## config.mk

```make
export PLATFORM = sky130hd
export DESIGN_NAME = alu_op_sequencer
export DESIGN_NICKNAME = d
export VERILOG_FILES = /design/src/rtl/alu_seq_pkg.sv /design/src/rtl/alu_seq_settle_timer.sv /design/src/rtl/alu_op_sequencer.sv
export SDC_FILE = /design/constraint.sdc
export NUM_CORES = 1
export LEC_CHECK = 0
export CAP_MARGIN = 10
export CORE_MARGIN = 3
export CORE_UTILIZATION = 45
export DETAILED_ROUTE_END_ITERATION = 10
export GPL_ROUTABILITY_DRIVEN = 0
export PLACE_DENSITY = 0.78
export SYNTH_ARGS = -nofsm -noshare
export SYNTH_HDL_FRONTEND = slang
export SYNTH_HIERARCHICAL = 1
export SYNTH_SLANG_ARGS = --single-unit
```

## constraint.sdc

```tcl
create_clock -name clk -period 2.28 [get_ports clk]
set_clock_uncertainty 0.1 [all_clocks]
set_input_delay 0.57 -clock clk [delete_from_list [all_inputs] [get_ports clk]]
set_output_delay 0.57 -clock clk [all_outputs]
set_load 0.1 [all_outputs]
```

## src/rtl/alu_seq_pkg.sv

```systemverilog
// Shared types and constants for the ALU instruction sequencer.
//   alu_fn_e      : 3-bit ALU function codes driven to the datapath
//   seq_state_e   : sequencer FSM states
//   fn_sets_carry : true for the functions whose carry-out is meaningful
package alu_seq_pkg;

    localparam int unsigned ALU_W = 8;
    localparam int unsigned FN_W  = 3;
    localparam int unsigned CNT_W = 4;

    typedef enum logic [FN_W-1:0] {
        FN_ADD = 3'b000,
        FN_INC = 3'b001,
        FN_AND = 3'b010,
        FN_OR  = 3'b011,
        FN_XOR = 3'b100,
        FN_NOT = 3'b101,
        FN_SHL = 3'b110,
        FN_CLR = 3'b111
    } alu_fn_e;

    typedef enum logic [1:0] {
        ST_IDLE   = 2'b00,
        ST_SELECT = 2'b01,
        ST_SETTLE = 2'b10,
        ST_LATCH  = 2'b11
    } seq_state_e;

    // Arithmetic and shift functions produce a real carry; logic functions clear it.
    function automatic logic fn_sets_carry(input alu_fn_e fn);
        return (fn == FN_ADD) || (fn == FN_INC) || (fn == FN_SHL);
    endfunction

endpackage

```

## src/rtl/alu_seq_settle_timer.sv

```systemverilog
// Loadable down-counter timing the datapath settle window.
//   clk, reset  : clock, synchronous active-high reset
//   load_i      : load load_val_i (has priority over en_i)
//   en_i        : decrement, saturating at zero
//   load_val_i  : value to load
//   zero_c_o    : combinational, count is zero
module alu_seq_settle_timer
    import alu_seq_pkg::*;
(
    input  logic             clk,
    input  logic             reset,
    input  logic             load_i,
    input  logic             en_i,
    input  logic [CNT_W-1:0] load_val_i,
    output logic             zero_c_o
);

    logic [CNT_W-1:0] count_q;

    // Counter register
    always_ff @(posedge clk) begin
        if (reset) begin
            count_q <= '0;
        end else if (load_i) begin
            count_q <= load_val_i;
        end else if (en_i && (count_q != '0)) begin
            count_q <= count_q - CNT_W'(1);
        end
    end

    assign zero_c_o = (count_q == '0);

endmodule

```

## src/rtl/alu_op_sequencer.sv

```systemverilog
// Sequences one ALU instruction through the relay-timed datapath:
// select function, wait SETTLE_CYCLES, capture result, strobe the destination
// register write and update the condition flags.
//   clk, reset                 : clock, synchronous active-high reset
//   instr_valid / instr_ready  : instruction handshake (ready only in IDLE)
//   instr_fn, instr_dst        : function code and destination (0 = A, 1 = D)
//   alu_fn, alu_en             : datapath function select and enable
//   alu_result, alu_carry      : datapath outputs, sampled once settled
//   wr_a_en, wr_d_en, wr_data  : one-cycle register write strobes and data
//   flag_z, flag_s, flag_c     : condition flags
//   busy                       : sequencer not in IDLE
// Optional feature macro: ALU_SEQ_CARRY_FLAG_EN (carry flag register; when
// undefined flag_c is tied low and alu_carry is ignored).
module alu_op_sequencer
    import alu_seq_pkg::*;
#(
    parameter int unsigned SETTLE_CYCLES = 4
) (
    input  logic             clk,
    input  logic             reset,
    input  logic             instr_valid,
    output logic             instr_ready,
    input  logic [FN_W-1:0]  instr_fn,
    input  logic             instr_dst,
    output logic [FN_W-1:0]  alu_fn,
    output logic             alu_en,
    input  logic [ALU_W-1:0] alu_result,
    input  logic             alu_carry,
    output logic             wr_a_en,
    output logic             wr_d_en,
    output logic [ALU_W-1:0] wr_data,
    output logic             flag_z,
    output logic             flag_s,
    output logic             flag_c,
    output logic             busy
);

    // Settle window must fit the 4-bit timer and be at least one cycle
    if ((SETTLE_CYCLES == 0) || (SETTLE_CYCLES > 15)) begin : g_bad_settle
        $fatal(1, "alu_op_sequencer: SETTLE_CYCLES must be 1..15");
    end

    seq_state_e       state_q;
    alu_fn_e          fn_q;
    logic             dst_q;
    logic             alu_en_q;
    logic             wr_a_q;
    logic             wr_d_q;
    logic [ALU_W-1:0] wr_data_q;
    logic             flag_z_q;
    logic             flag_s_q;
    logic             busy_q;
    logic             ready_q;

    logic             timer_load_c;
    logic             timer_en_c;
    logic             timer_zero_c;

    // Timer loads during SELECT so SETTLE lasts exactly SETTLE_CYCLES cycles
    assign timer_load_c = (state_q == ST_SELECT);
    assign timer_en_c   = (state_q == ST_SETTLE);

    alu_seq_settle_timer u_settle_timer (
        .clk        (clk),
        .reset      (reset),
        .load_i     (timer_load_c),
        .en_i       (timer_en_c),
        .load_val_i (CNT_W'(SETTLE_CYCLES - 1)),
        .zero_c_o   (timer_zero_c)
    );

    // Sequencer FSM with registered outputs
    always_ff @(posedge clk) begin
        if (reset) begin
            state_q   <= ST_IDLE;
            fn_q      <= FN_ADD;
            dst_q     <= 1'b0;
            alu_en_q  <= 1'b0;
            wr_a_q    <= 1'b0;
            wr_d_q    <= 1'b0;
            wr_data_q <= '0;
            flag_z_q  <= 1'b0;
            flag_s_q  <= 1'b0;
            busy_q    <= 1'b0;
            ready_q   <= 1'b1;
        end else begin
            wr_a_q <= 1'b0;
            wr_d_q <= 1'b0;
            case (state_q)
                ST_IDLE: begin
                    if (instr_valid) begin
                        fn_q     <= alu_fn_e'(instr_fn);
                        dst_q    <= instr_dst;
                        alu_en_q <= 1'b1;
                        busy_q   <= 1'b1;
                        ready_q  <= 1'b0;
                        state_q  <= ST_SELECT;
                    end
                end
                ST_SELECT: begin
                    state_q <= ST_SETTLE;
                end
                ST_SETTLE: begin
                    if (timer_zero_c) begin
                        state_q <= ST_LATCH;
                    end
                end
                ST_LATCH: begin
                    // Result is settled: capture, strobe, update flags; fn stays put
                    wr_data_q <= alu_result;
                    wr_a_q    <= ~dst_q;
                    wr_d_q    <= dst_q;
                    flag_z_q  <= (alu_result == '0);
                    flag_s_q  <= alu_result[ALU_W-1];
                    alu_en_q  <= 1'b0;
                    busy_q    <= 1'b0;
                    ready_q   <= 1'b1;
                    state_q   <= ST_IDLE;
                end
                default: begin
                    state_q <= ST_IDLE;
                end
            endcase
        end
    end

`ifdef ALU_SEQ_CARRY_FLAG_EN
    logic flag_c_q;

    // Carry flag: datapath carry for arithmetic/shift, cleared for logic functions
    always_ff @(posedge clk) begin
        if (reset) begin
            flag_c_q <= 1'b0;
        end else if (state_q == ST_LATCH) begin
            flag_c_q <= fn_sets_carry(fn_q) ? alu_carry : 1'b0;
        end
    end

    assign flag_c = flag_c_q;
`else
    logic unused_carry;

    assign unused_carry = alu_carry;
    assign flag_c       = 1'b0;
`endif

    assign instr_ready = ready_q;
    assign alu_fn      = fn_q;
    assign alu_en      = alu_en_q;
    assign wr_a_en     = wr_a_q;
    assign wr_d_en     = wr_d_q;
    assign wr_data     = wr_data_q;
    assign flag_z      = flag_z_q;
    assign flag_s      = flag_s_q;
    assign busy        = busy_q;

endmodule

```

==> results of run 1 <==
routing by layer:
metal / track usage (%) / part of all wire (%) / vias to the layer above
met5: 0 / 0 / -
met4: 6.07 / 1.1 / 0
met3: 4.02 / 5.2 / 4
met2: 25.4 / 50 / 21
met1: 21.5 / 44 / 402
li1: - / - / 450
critical path: cells and delay by family, from the launching register on:
| kind | cells | cell delay, ns |
|---|---|---|
| AOI/OAI and AO/OA | 2 | 0.50 |
| adders and majority gates | 1 | 0.22 |
| buffers and inverters | 1 | 0.12 |
| DFF | 1 | 0.35 |
| and+or+nand+nor | 1 | 0.44 |
worst min-delay path by stage:
stage	slack [ns]	endpoint	depth (start not counted)	start
2_1_floorplan	0.31	wr_a_en	1	dst_q
3_3_place_gp	0.33	wr_a_en	1	dst_q
3_5_place_dp	0.34	wr_a_en	1	dst_q
4_1_cts	0.37	wr_a_en	1	dst_q
5_1_grt	0.39	wr_a_en	1	dst_q
6_report	0.37	alu_fn[0]	2	alu_fn[0]
logic make-up after synthesis:
group           count (synthesis)  synth area share [%]
buf+inv                        13                  6.85
compound gates                 17                  12.8
mux                            10                  9.76
fa+ha+maj                       6                  6.97
other cells                     2                 0.697
flops                          23                  42.7
simple gates                   43                  20.2
flip-flops by register name (all words and copies together), names as in the netlist:
name / count
wr_data: 8
u_settle_timer/count_q: 4
alu_fn: 3
state_q: 2
busy: 1
dst_q: 1
flag_z: 1
instr_ready: 1
wr_a_en: 1
wr_d_en: 1
per-stage QoR:
step           setup WS [ns]  total power, mW
2_1_floorplan          0.236             1.38
3_3_place_gp           0.472             1.51
3_5_place_dp           0.444             1.55
4_1_cts                0.484             1.74
5_1_grt                0.395             1.84
6_report               0.493             1.72
power breakdown:
group	internal [mW]	switching, mW	total, mW
Sequential	0.492	0.0736	0.566
Combinational	0.307	0.659	0.966
Clock	0.0655	0.125	0.190
Yosys cell counts, drive strengths merged:
master    n
a21o      2
a211oi    2
ha        6
nand3     7
a311oi    2
a2111oi   1
mux2i     9
or3b      1
mux2      1
nand2b    3
nor2     16
and3b     1
a21oi     8
inv       6
a311o     1
nand2     8
buf       7
conb      2
o21bai    1
nand4b    1
nor3b     1
dfxtp    23
nor4      2
nor3      2
nor4b     1
layout make-up:
type / instances / area, um^2
fill: 214 / 843
timing repair buffer: 34 / 290
multi-input combinational: 81 / 554
clock inverter: 1 / 5.00
sequential: 23 / 460
clock buffer: 3 / 22.5
inverter: 6 / 22.5
tap: 28 / 35.0
==> flow_summary.json, run 1 <==
{
  "place_hpwl_um": 1660,
  "nets": 171,
  "synth_top_area_share_pct": 42.7,
  "grt_usage_pct": 16.2,
  "drive_gt1_share_pct": 19.6,
  "cts.sinks": 23,
  "placed_area_mm2": 0.00136,
  "initial_core_util_pct": 48.2,
  "grt_max_degree": 14,
  "slew_headroom_pct": 58.0,
  "critPathRequiredTime_ns": 2.43,
  "grt_pass1_wl_um": 3530,
  "fmax_mhz": 559,
  "crit_end": "u_settle_timer/count_q[1]",
  "cts_max_path_buffers": 2,
  "drv_cap": 0,
  "antenna_left": 0,
  "critPathMaxStageDelay_ns": 0.44,
  "num_vias": 877,
  "cp_max_fo": 5,
  "hold_class": "flop to flop",
  "viasPerCell": 4.98,
  "synthToLayoutAreaGrowth_pct": 29.0,
  "synth_top_area_cell": "dfxtp_1",
  "post_cts_buffers": 0,
  "worst_setup_path_start_kind": "flop",
  "critPathLaunch": "u_settle_timer/count_q[1]",
  "cts_resized": 0,
  "layout_common_cells": "dfxtp_1, buf_4, nor2_1, clkdlybuf4s50_1, mux2i_1",
  "drtIter0Drc": 8,
  "ctsHoldBuffers": 0,
  "wl_per_cell_um": 12.5,
  "die_x_um": 54.9,
  "grt_pass1_vias": 790,
  "cts-root-buf": "clkbuf_4",
  "p_leak_nw": 0.573,
  "syn_inst": 114,
  "totalWireLength_um": 2200,
  "final-max-slew-violation-count": 0,
  "rrSetupSlack_ns": 0.49,
  "power.density_mw_per_mm2": 1240,
  "io_pins": 35,
  "layout.cells.most_common": "dfxtp_1",
  "core_area_mm2": 0.00223,
  "antenna_found_initial": 0,
  "clk_latency_ns": 0.31,
  "die_h_um": 54.9,
  "arrival_ns": 1.94,
  "tightestPinTransition_ns": 0.631,
  "dp.cells": 172,
  "end_kind": "flop",
  "netlist_area_mm2": 0.00108,
  "syn_area_per_cell_um2": 9.45,
  "final_cells": 176,
  "cts_buffers": 3,
  "tns_ns": 0,
  "dieArea_mm2": 0.00302,
  "final-setup-viol-count": 0,
  "ys_ff_latch": 23,
  "drtPass1Iterations": 4,
  "post-route-drc-count": 0,
  "hold_violations": 0,
  "timing.hold.ws_ns": 0.370,
  "rsz0062_at_grt": "false",
  "r2r_end": "u_settle_timer/count_q[1]",
  "path_cells": "inv_1 -> ha_1 -> or3b_4 -> a2111oi_4 -> a311o_1",
  "cts_tree": "yes",
  "n_antenna_cell": 0,
  "design_area_mm2": 0.00139,
  "status": "completed",
  "vdd_drop_max_mv": 0.718,
  "ff2ff_path_depth": 5,
  "critPathSlowestCell": "or3b_4",
  "seq_area_frac_synth_pct": 42.7,
  "grt_overflow": 0,
  "h-tree-depth": 1,
  "synth_area_leaders": "dfxtp_1, mux2i_1, ha_1",
  "path_class": "flop to flop",
  "final_core_util_pct": 62.2,
  "synth_warnings": 6,
  "ys_types": 28,
  "numPortBuffers": 32,
  "clk_pin_slew_ns": 0.13,
  "timing.final.crit_share_pct": 78.4,
  "rows": 17,
  "layout_min_cycle_time_ns": 1.79,
  "r2r-start": "u_settle_timer/count_q[1]"
}
No activity file was read; power rests on OpenSTA's default activity.
==> inputs of run 2 (changes only) <==
--- a/config.mk
+++ b/config.mk
@@ -7,10 +7,10 @@
 export LEC_CHECK = 0
 export CAP_MARGIN = 10
 export CORE_MARGIN = 3
-export CORE_UTILIZATION = 45
+export CORE_UTILIZATION = 40
 export DETAILED_ROUTE_END_ITERATION = 10
 export GPL_ROUTABILITY_DRIVEN = 0
-export PLACE_DENSITY = 0.78
+export PLACE_DENSITY = 0.74
 export SYNTH_ARGS = -nofsm -noshare
 export SYNTH_HDL_FRONTEND = slang
 export SYNTH_HIERARCHICAL = 1
==> constraint.sdc (replaced) <==
create_clock -name clk -period 1.6 [get_ports clk]
set_clock_uncertainty 0.1 [all_clocks]
set_input_delay 0.4 -clock clk [delete_from_list [all_inputs] [get_ports clk]]
set_output_delay 0.4 -clock clk [all_outputs]
set_load 0.1 [all_outputs]
==> flow_summary.json, run 2 (synthesized netlist as in run 1, its figures left out) <==
{
  "total_power_mw": 2.98,
  "grt_max_degree": 14,
  "vdd_drop_max_mv": 1.16,
  "antenna_left": 0,
  "final-setup-viol-count": 0,
  "initial_core_util_pct": 42.7,
  "grt_usage_pct": 16.3,
  "io_pins": 35,
  "worstHoldEndpoint": "wr_a_en",
  "cts.sinks": 23,
  "die_x_um": 57.9,
  "die_h_um": 57.9,
  "place_hpwl_um": 1880,
  "cts_max_path_buffers": 2,
  "viasPerCell": 5.02,
  "layout_min_cycle_time_ns": 1.59,
  "cts_buffers": 3,
  "h-tree-depth": 1,
  "critical_path.top_delay_family": "compound AO/OA/AOI/OAI gates",
  "pre_cts_ws_ns": -0.0663,
  "path_class": "flop to flop",
  "layout_common_cells": "dfxtp_1, buf_12, nor2_1, buf_4, clkdlybuf4s50_1",
  "arrival_ns": 1.73,
  "drv_cap": 0,
  "cp_max_fo": 5,
  "rrSetupSlack_ns": 0.006,
  "design_area_mm2": 0.00176,
  "grt_pass1_vias": 921,
  "rsz0062_at_grt": "true",
  "ctsHoldBuffers": 0,
  "hold_class": "flop to flop",
  "largest_reg_flops": 8,
  "drtIter0Drc": 15,
  "totalWireLength_um": 2600,
  "critPathRequiredTime_ns": 1.73,
  "drive_gt1_share_pct": 32.3,
  "cts-root-buf": "clkbuf_4",
  "end_kind": "flop",
  "ff2ff_path_depth": 5,
  "path_cells": "inv_2 -> ha_4 -> or3b_4 -> a21o_1 -> a311oi_1",
  "final-max-slew-violation-count": 0,
  "placed_area_mm2": 0.00166,
  "critPathMaxStageDelay_ns": 0.42,
  "post-route-drc-count": 0,
  "numPortBuffers": 32,
  "fmax_mhz": 627,
  "core_area_mm2": 0.00252,
  "seq_area_um2": 469,
  "worstHoldStart": "dst_q",
  "rows": 18,
  "num_vias": 959,
  "n_antenna_cell": 0,
  "clk_latency_ns": 0.32,
  "nets": 184,
  "nFillCells": 194,
  "clk_pin_slew_ns": 0.13,
  "hold_depth": 1,
  "critPathSlowestCell": "or3b_4",
  "synthToLayoutAreaGrowth_pct": 62.9,
  "hold_violations": 0,
  "r2r-start": "u_settle_timer/count_q[0]",
  "antenna_found_initial": 0,
  "worst_setup_path_start_kind": "flop",
  "grt_overflow": 0,
  "grt_pass1_wl_um": 4200,
  "path_buf_inv": 1,
  "status": "completed",
  "wl_per_cell_um": 13.6,
  "drtPass1Iterations": 4,
  "r2r_end": "u_settle_timer/count_q[0]",
  "cts_tree": "yes",
  "power.density_mw_per_mm2": 1700,
  "p_leak_nw": 0.698,
  "dieArea_mm2": 0.00335,
  "multiInputGateArea_um2": 586,
  "timing.final.crit_share_pct": 99.6,
  "fin_ws_ns": 0.00569
}
[run 2: changes by cell type in the layout (fill, tap and decap cells not counted), sizes merged]
cell,before,now
buf,20,33
[run 2: cell type report]
class	instances	area share, %
clock buffer	3	1.28
clock inverter	1	0.285
inverter	6	1.28
multi-input combinational	81	33.4
sequential	23	26.7
tap	30	2.14
timing repair buffer	47	34.9
[run 2: metal layers]
layer / up-vias / track usage [%] / share of wire, %
met1: 459 / 18.9 / 42
met4: 0 / 4.97 / 1.2
met3: 4 / 4.01 / 3.7
met5: - / 0 / 0
li1: 478 / - / -
met2: 18 / 29.5 / 53
[run 2: worst max path at each step]
stage | from | to | cells after the start
finish | u_settle_timer/count_q[0] | u_settle_timer/count_q[0] | 5
global route | u_settle_timer/count_q[0] | u_settle_timer/count_q[1] | 5
CTS | u_settle_timer/count_q[0] | u_settle_timer/count_q[0] | 5
detailed placement | alu_result[0] | flag_z | 4
global placement | reset | wr_d_en | 3
floorplan | u_settle_timer/count_q[0] | u_settle_timer/count_q[1] | 5
[run 2: through the flow]
stage	instances	setup TNS, ns	hold slack (ns)	utilization [%]
after floorplan	117	0	0.314	-
after global placement	181	-0.0144	0.337	65.7
after detailed placement	181	-0.144	0.344	65.7
after CTS	190	0	0.380	68.5
after global routing	191	-0.0965	0.396	69.6
final	191	0	0.373	69.6
[run 2: repair_timing]
item                       CTS  global route
buffers inserted             5             1
pin swaps                    5             3
setup endpoints to repair    3             5
gates resized for setup      4             4
[run 2: power by group]
part           total [mW]  internal [mW]  switching, mW
registers           0.864          0.718          0.147
clock network       0.279         0.0937          0.185
logic                1.84          0.807           1.03
total                2.98           1.62           1.36
